===== config.mk =====
export PLATFORM = sky130hd
export DESIGN_NAME = shift_tx_sched_flat
export DESIGN_NICKNAME = d
export VERILOG_FILES = /design/src/rtl/shift_tx_sched_if.sv /design/src/rtl/shift_tx_sched.sv /design/src/flat_wrapper.sv
export SDC_FILE = /design/constraint.sdc
export NUM_CORES = 1
export LEC_CHECK = 0
export CELL_PAD_IN_SITES_DETAIL_PLACEMENT = 0
export CELL_PAD_IN_SITES_GLOBAL_PLACEMENT = 2
export CORE_MARGIN = 2
export CORE_UTILIZATION = 25
export CTS_CLUSTER_SIZE = 14
export DETAILED_ROUTE_END_ITERATION = 10
export PLACE_DENSITY_LB_ADDON = 0.2
export SKIP_LAST_GASP = 1
export SYNTH_ARGS = -nofsm -noshare
export SYNTH_HDL_FRONTEND = slang
export SYNTH_SLANG_ARGS = --single-unit

===== constraint.sdc =====
create_clock -name clk -period 1.65 [get_ports clk]
set_input_delay 0.33 -clock clk [delete_from_list [all_inputs] [get_ports clk]]
set_output_delay 0.33 -clock clk [all_outputs]
set_load 0.03 [all_outputs]

===== src/rtl/shift_tx_sched_if.sv =====
// Purpose: bundles the two requester handshakes and the serial lane outputs of shift_tx_sched.
// Latency: none; this is wiring only.
// Backpressure: each requester holds reqN_valid/reqN_data until it sees reqN_ready high.
//
// Signals:
//   req0_valid/req0_data/req0_ready : requester 0 word handshake
//   req1_valid/req1_data/req1_ready : requester 1 word handshake
//   ser_out, ser_en, frame          : serial lane (bit, bit-valid, first-bit strobe)
//   busy, grant_id                  : scheduler status
// Modports: master = producer/observer side, slave = the scheduler.
interface shift_tx_sched_if #(
  parameter int WIDTH = 4
) ();

  logic             req0_valid;
  logic [WIDTH-1:0] req0_data;
  logic             req0_ready;
  logic             req1_valid;
  logic [WIDTH-1:0] req1_data;
  logic             req1_ready;
  logic             ser_out;
  logic             ser_en;
  logic             frame;
  logic             busy;
  logic             grant_id;

  modport master (
    output req0_valid, req0_data, req1_valid, req1_data,
    input  req0_ready, req1_ready, ser_out, ser_en, frame, busy, grant_id
  );

  modport slave (
    input  req0_valid, req0_data, req1_valid, req1_data,
    output req0_ready, req1_ready, ser_out, ser_en, frame, busy, grant_id
  );

endinterface


===== src/rtl/shift_tx_sched.sv =====
// Purpose: round-robin scheduler giving two parallel requesters one MSB-first serial lane.
// Latency: first serial bit appears the cycle after the valid&&ready edge; frames are WIDTH bits
//          followed by GAP idle cycles and one IDLE arbitration cycle.
// Backpressure: reqN_ready is only offered in IDLE to the granted requester; a requester that
//               drops valid before being granted is simply skipped.
//
// Ports:
//   clk    : clock, all state changes on the rising edge
//   rst    : asynchronous active-high reset; aborts any frame in flight
//   tx_if  : slave modport of shift_tx_sched_if (handshakes, serial lane, status)
module shift_tx_sched #(
  parameter int WIDTH = 4,
  parameter int GAP   = 1
) (
  input  logic           clk,
  input  logic           rst,
  shift_tx_sched_if.slave tx_if
);

  // Counter widths. A zero-length gap still needs a one-bit counter so the
  // declaration stays legal; the GAP state is simply never entered then.
  localparam int BCW = (WIDTH > 1) ? $clog2(WIDTH) : 1;
  localparam int GCW = (GAP > 0) ? $clog2(GAP + 1) : 1;

  localparam logic [BCW-1:0] BIT_LAST = BCW'(WIDTH - 1);
  localparam logic [GCW-1:0] GAP_LAST = GCW'((GAP > 0) ? (GAP - 1) : 0);

  localparam logic [1:0] ST_IDLE  = 2'd0;
  localparam logic [1:0] ST_SHIFT = 2'd1;
  localparam logic [1:0] ST_GAP   = 2'd2;

  logic [1:0]       state_q, state_d;
  logic [WIDTH-1:0] shreg_q, shreg_d;
  logic [BCW-1:0]   bit_cnt_q, bit_cnt_d;
  logic [GCW-1:0]   gap_cnt_q, gap_cnt_d;
  logic             last_grant_q, last_grant_d;
  logic             grant_id_q, grant_id_d;

  logic             grant0, grant1;
  logic             ready0, ready1;
  logic             in_idle, in_shift;

  assign in_idle  = (state_q == ST_IDLE);
  assign in_shift = (state_q == ST_SHIFT);

  // Round-robin: a lone requester always wins; on a tie the one that did not
  // own the previous frame wins. Reset leaves last_grant at 1 so req0 wins first.
  assign grant0 = tx_if.req0_valid && (!tx_if.req1_valid || last_grant_q);
  assign grant1 = tx_if.req1_valid && (!tx_if.req0_valid || !last_grant_q);

  // Ready is combinational from the arbiter; it is masked by rst so nothing is
  // offered while reset is held, even though the state register already reads IDLE.
  assign ready0 = in_idle && !rst && grant0;
  assign ready1 = in_idle && !rst && grant1;

  always_comb begin
    state_d      = state_q;
    shreg_d      = shreg_q;
    bit_cnt_d    = bit_cnt_q;
    gap_cnt_d    = gap_cnt_q;
    last_grant_d = last_grant_q;
    grant_id_d   = grant_id_q;

    case (state_q)
      ST_IDLE: begin
        // ready already implies valid, so ready alone marks the transfer edge.
        if (ready0 || ready1) begin
          shreg_d      = ready1 ? tx_if.req1_data : tx_if.req0_data;
          last_grant_d = ready1;
          grant_id_d   = ready1;
          bit_cnt_d    = '0;
          state_d      = ST_SHIFT;
        end
      end

      ST_SHIFT: begin
        shreg_d = {shreg_q[WIDTH-2:0], 1'b0};
        if (bit_cnt_q == BIT_LAST) begin
          bit_cnt_d = '0;
          gap_cnt_d = '0;
          state_d   = (GAP > 0) ? ST_GAP : ST_IDLE;
        end else begin
          bit_cnt_d = bit_cnt_q + BCW'(1);
        end
      end

      ST_GAP: begin
        if (gap_cnt_q == GAP_LAST) begin
          gap_cnt_d = '0;
          state_d   = ST_IDLE;
        end else begin
          gap_cnt_d = gap_cnt_q + GCW'(1);
        end
      end

      default: begin
        state_d = ST_IDLE;
      end
    endcase
  end

  always_ff @(posedge clk or posedge rst) begin
    if (rst) begin
      state_q      <= ST_IDLE;
      shreg_q      <= '0;
      bit_cnt_q    <= '0;
      gap_cnt_q    <= '0;
      last_grant_q <= 1'b1;
      grant_id_q   <= 1'b0;
    end else begin
      state_q      <= state_d;
      shreg_q      <= shreg_d;
      bit_cnt_q    <= bit_cnt_d;
      gap_cnt_q    <= gap_cnt_d;
      last_grant_q <= last_grant_d;
      grant_id_q   <= grant_id_d;
    end
  end

  // Serial outputs are decoded from registered state, so they fall together
  // with the asynchronous reset and are forced low outside SHIFT.
  assign tx_if.ser_en     = in_shift;
  assign tx_if.ser_out    = in_shift && shreg_q[WIDTH-1];
  assign tx_if.frame      = in_shift && (bit_cnt_q == '0);
  assign tx_if.busy       = !in_idle;
  assign tx_if.grant_id   = grant_id_q;
  assign tx_if.req0_ready = ready0;
  assign tx_if.req1_ready = ready1;

endmodule


===== src/flat_wrapper.sv =====
// flat-port wrapper written by rule: the top's interface ports become plain ports
module shift_tx_sched_flat 
#(
  parameter int WIDTH = 4,
  parameter int GAP   = 1
)
  (clk, rst, tx_if_req0_valid, tx_if_req0_data, tx_if_req1_valid, tx_if_req1_data, tx_if_req0_ready, tx_if_req1_ready, tx_if_ser_out, tx_if_ser_en, tx_if_frame, tx_if_busy, tx_if_grant_id);
  shift_tx_sched_if #(.WIDTH(WIDTH)) tx_if_i ();
  input  logic clk;
  input  logic rst;
  input wire logic [$bits(tx_if_i.req0_valid)-1:0] tx_if_req0_valid;
  input wire logic [$bits(tx_if_i.req0_data)-1:0] tx_if_req0_data;
  input wire logic [$bits(tx_if_i.req1_valid)-1:0] tx_if_req1_valid;
  input wire logic [$bits(tx_if_i.req1_data)-1:0] tx_if_req1_data;
  output wire logic [$bits(tx_if_i.req0_ready)-1:0] tx_if_req0_ready;
  output wire logic [$bits(tx_if_i.req1_ready)-1:0] tx_if_req1_ready;
  output wire logic [$bits(tx_if_i.ser_out)-1:0] tx_if_ser_out;
  output wire logic [$bits(tx_if_i.ser_en)-1:0] tx_if_ser_en;
  output wire logic [$bits(tx_if_i.frame)-1:0] tx_if_frame;
  output wire logic [$bits(tx_if_i.busy)-1:0] tx_if_busy;
  output wire logic [$bits(tx_if_i.grant_id)-1:0] tx_if_grant_id;
  assign tx_if_i.req0_valid = tx_if_req0_valid;
  assign tx_if_i.req0_data = tx_if_req0_data;
  assign tx_if_i.req1_valid = tx_if_req1_valid;
  assign tx_if_i.req1_data = tx_if_req1_data;
  assign tx_if_req0_ready = tx_if_i.req0_ready;
  assign tx_if_req1_ready = tx_if_i.req1_ready;
  assign tx_if_ser_out = tx_if_i.ser_out;
  assign tx_if_ser_en = tx_if_i.ser_en;
  assign tx_if_frame = tx_if_i.frame;
  assign tx_if_busy = tx_if_i.busy;
  assign tx_if_grant_id = tx_if_i.grant_id;
  shift_tx_sched #(.WIDTH(WIDTH), .GAP(GAP)) u_core (.clk(clk), .rst(rst), .tx_if(tx_if_i));
endmodule

; Word-level counts from Yosys, hierarchy flattened
; Cells that the tools add are included.
[op_classes]
n_reduce_logical = 23
n_addsub = 2
eq_ne = 6
mux = 13
[op_table]
columns = op, n
row1 = 2-bit two-way mux, 5
row2 = 4-bit two-way mux, 2
row3 = 4-bit one-hot mux with 2 select lines, 1
row4 = 1-bit logical AND, 7
row5 = "2-bit != test, second input constant", 3
row6 = 2-bit one-hot mux with 3 select lines, 1
row7 = 2-bit AND reduction, 3
row8 = 1-bit zero test, 5
row9 = "2-bit equality test, second input constant", 2
row10 = 2-bit zero test, 2
row11 = 2-bit one-hot mux with 2 select lines, 1
row12 = 2-bit nonzero test, 2
row13 = 1-bit logical OR, 3
row14 = 3-bit AND reduction, 1
row15 = "2-bit by 1-bit adder with 2-bit output, second input constant", 1
row16 = "2-bit by 1-bit equality test with 1-bit output, second input constant", 1
row17 = 1-bit two-way mux, 2
row18 = 1-bit one-hot mux with 2 select lines, 1
row19 = "1-bit adder, second input constant", 1
[totals]
ff_bits = 11
out_inout_bits = 7

; Logic depth before layout (Yosys ltp)
[depth]
word_depth = 7
mapped_depth = 4
ltp_nobuf = 4

; Least setup slack after synthesis
; No wires, ideal clock.
[synth_path]
path_kind = register to output
startpoint = register u_core.state_q[0]
endpoint = output tx_if_req0_ready
n_path_buf = 0
path_stages_with_launch = 4
t_arrival_ns = 1.297
setup_slack_ns = 0.023
cell_sequence = dfrtp_1 -> nor3_4 -> nand2_1 -> a21oi_1
[synth_via]
elab_chain_len = 3
[synth_lines]
columns = element, line_no
row1 = start: declaration, shift_tx_sched.sv:32  ; logic [1:0] state_q, state_d;
row2 = start signal: assignment, shift_tx_sched.sv:111  ; state_q <= state_d;
row3 = 2-bit zero test, shift_tx_sched.sv:43  ; assign in_idle = (state_q == ST_IDLE);
row4 = 1-bit logical AND (2 in a row), shift_tx_sched.sv:53  ; assign ready0 = in_idle && !rst && grant0;
row5 = end: declaration, flat_wrapper.sv:15  ; output wire logic [$bits(tx_if_i.req0_ready)-1:0] tx_if_req0_ready;
; Every way passes these cells.

; Worst setup path after layout
[layout_path]
startpoint = register u_core.state_q[1]
endpoint = output tx_if_req1_ready
[layout_via]
elab_chain_len = 3
[layout_lines]
columns = element, line_no
row1 = 2-bit zero test, shift_tx_sched.sv:43
row2 = 1-bit logical AND (2 in a row), shift_tx_sched.sv:54  ; assign ready1 = in_idle && !rst && grant1;
row3 = end: declaration, flat_wrapper.sv:16  ; output wire logic [$bits(tx_if_i.req1_ready)-1:0] tx_if_req1_ready;
; Every way passes these cells.

==> flow_metrics.env <==
export IMPL_critPathMaxStageDelay_ns=0.41
export IMPL_final_hold_viol_count=0
export IMPL_violations="setup timing"
export IMPL_total_power_w=0.00150
export IMPL_end_kind="primary output"
export IMPL_grt_pass1_wl_um=2020
export IMPL_worstPathCellList="buf_6 -> nor3_4 -> buf_6 -> nand3_4 -> inv_2 -> buf_6"
export IMPL_critical_path_required_ns=1.32
export IMPL_die_w_um=50.3
export IMPL_first_global_vias=467
export IMPL_dp_slack_ns=-0.128
export IMPL_start_kind="flop"
export IMPL_final_max_slew_viol_count=0
export IMPL_worstMarginPinSlew_ns=0.377
export IMPL_hold_path_startpoint="u_core.tx_if.grant_id"
export IMPL_num_rows=16
export IMPL_grt_max_degree=11
export IMPL_numCtsBuffers=3
export IMPL_fin_skew_ns=0.00235
export IMPL_critPathSlowestCell="dfrtp_1"
export IMPL_status="finished with violations"
export IMPL_overflow=0
export IMPL_fin_ws_ns=-0.0618
export IMPL_grt_usage=0.111
export IMPL_period_needed_ns=1.71
export IMPL_clkTransAtPathRegs_ns=0.07
export IMPL_cts_tree="built"
export IMPL_clock_sinks=10
export IMPL_crit_path_start="u_core.state_q[1]"
export IMPL_ys_seq_elements=10
export IMPL_fmax_ghz=0.584
export IMPL_cp_data_arrival_time_ns=1.38
export IMPL_setup_violations=3
export IMPL_yosys_warnings=0
export IMPL_clock_root_buffer="clkbuf_4"
export IMPL_reg2reg_slack_ns=-0.03
export IMPL_wl_um=1220
export IMPL_fin_nets=108
export IMPL_synth_cells=54
export IMPL_drc=0
export IMPL_fin_crit_sh=1.04
export IMPL_die_y_um=50.3
export IMPL_clockBufferDepth=2
export IMPL_antenna_cells=0
export IMPL_cp_top_family="buffers and inverters"
export IMPL_drt_iter0_drc=5
export IMPL_antenna_found_initial=0
export IMPL_slew_headroom=0.748
export IMPL_viasPerCell=4.16
export IMPL_power_leakage_nw=0.468
export IMPL_rsz0062_at_grt="true"
export IMPL_insertion_delay_ns=0.26
export IMPL_dp_cells=107
export IMPL_cts_max_level=1
export IMPL_worst_path_max_fanout=4
export IMPL_hold_buffers=0
export IMPL_path_common_cell="buf_6"
export IMPL_yosysUniqueCellTypes=20
export IMPL_hpwl_um=828
export IMPL_crit_type="flop to primary output"
export IMPL_drive_gt1_frac=0.398
export IMPL_netlist_area_um2=537
export IMPL_path_buf_inv=4
export IMPL_fin_cells=120
export IMPL_timing_rr_start="u_core.state_q[1]"
export IMPL_first_pass_iters=4
export IMPL_drv_cap=0
export IMPL_io_buffers=18
export IMPL_holdCritPathClass="flop to flop"
export IMPL_power_density_nw_per_um2=1620
export IMPL_ys_seq_area_frac=0.469
export IMPL_floorplan_initialDensity=0.268
export IMPL_wl_per_cell_um=10.1
export IMPL_syn_to_final_growth_pct=72.7
export IMPL_io_pins=19
export IMPL_syn_num_nets=68
export IMPL_synth_area_per_cell_um2=9.94
export IMPL_vias=499
export IMPL_die_area_um2=2530
export IMPL_place_congestion=0.745
export IMPL_core_area_um2=2000
export IMPL_ir_drop_uv=695
export IMPL_fillCellCount=209
export IMPL_ant_nets=0
export IMPL_setup_tns_ns=-0.133
## tightest hold or removal path: stages, from the launching register on
cell and delay [ns]:
dfrtp_1 0.34, nand2_1 0.05, nand2_1 0.06
## metrics by stage
stage	hold WS, ns	instance area (µm²)	utilization
2_1_floorplan	0.169	537	-
3_3_place_gp	0.458	798	0.399
3_5_place_dp	0.466	798	0.399
4_1_cts	0.485	897	0.448
5_1_grt	0.501	927	0.463
6_report	0.477	927	0.463
## final timing paths
| check | end | depth (start not counted) |
|---|---|---|
| max in group asynchronous | u_core.last_grant_q | 3 |
| worst min register to register | u_core.tx_if.grant_id | 2 |
| worst max register to register | u_core.tx_if.grant_id | 10 |
| min in group asynchronous | u_core.state_q[1] | 3 |
| worst min-delay path | u_core.tx_if.grant_id | 2 |
| worst max-delay path | tx_if_req1_ready | 6 |
## per-layer routing
layer / routed length [µm] / part of all wire / vias up / GRT usage
met2: 573 / 0.47 / 13 / 0.169
met3: 71 / 0.058 / 2 / 0.0536
met1: 559 / 0.46 / 221 / 0.130
met5: 0 / 0 / - / 0
li1: - / - / 263 / -
met4: 12 / 0.0099 / 0 / 0.0541
## synth_stat cells (all sizes together)
cell	number	area, µm²
o31ai	1	7.51
mux2i	4	40.0
a21oi	1	5.00
o31a	1	8.76
nand3	3	27.5
nand2b	1	8.76
nor3	1	16.3
and2	3	18.8
inv	6	22.5
ha	2	25.0
o21ai	7	38.8
a22oi	3	22.5
or2	1	6.26
nand2	9	33.8
dfstp	1	26.3
dfrtp	9	225
nor2	1	3.75
## cells in the final DEF (no fill, tap or decap), drive strengths merged
| master | n |
|---|---|
| buf | 22 |
| clkdlybuf4s50 | 11 |
| dfrtp | 9 |
| nand2 | 9 |
| o21ai | 7 |
| inv | 6 |
| clkbuf | 5 |
| mux2i | 4 |
| a22oi | 3 |
| and2 | 3 |
| nand3 | 3 |
| ha | 2 |
| nor3 | 1 |
| nand2b | 1 |
| nor2 | 1 |
| o31a | 1 |
| o31ai | 1 |
| a21oi | 1 |
| or2 | 1 |
| dlymetal6s2s | 1 |
| dfstp | 1 |
## timing repair
item	4_1_cts	5_1_grt
gates resized for setup	6	9
pin swaps	3	1
buffers inserted	7	2
setup endpoints to repair	5	8
## power breakdown
| group | total [W] | switching [W] | leakage (nW) | internal [W] |
|---|---|---|---|---|
| Combinational | 0.000856 | 0.000450 | 0.323 | 0.000407 |
| Clock | 0.000217 | 0.0000827 | 0.0210 | 0.000134 |
| Sequential | 0.000430 | 0.0000700 | 0.125 | 0.000360 |
## cells by family (layout without fill, tap and decap cells)
group,Yosys count,in the layout,synth area share
AOI/OAI and AO/OA,13,13,0.154
DFF,10,10,0.469
adders and majority gates,2,2,0.0466
buffers and inverters,6,45,0.0420
muxes,4,4,0.0746
and+or+nand+nor,19,19,0.214
## flip-flops by register name, indices dropped and copies added (netlist names)
register,count
u_core.shreg_q,4
u_core.bit_cnt_q,2
u_core.state_q,2
u_core.last_grant_q,1
u_core.tx_if.grant_id,1
## area by class of cell
class,instances,area [µm²],share of cell area
flip-flops and latches,10,251,0.271
multi-input cells,38,269,0.290
clock buffers,4,36.3,0.0391
inverters,6,25.0,0.0270
repair buffers,35,312,0.336
well taps,27,33.8,0.0364
No activity file was read; power rests on OpenSTA's default activity.
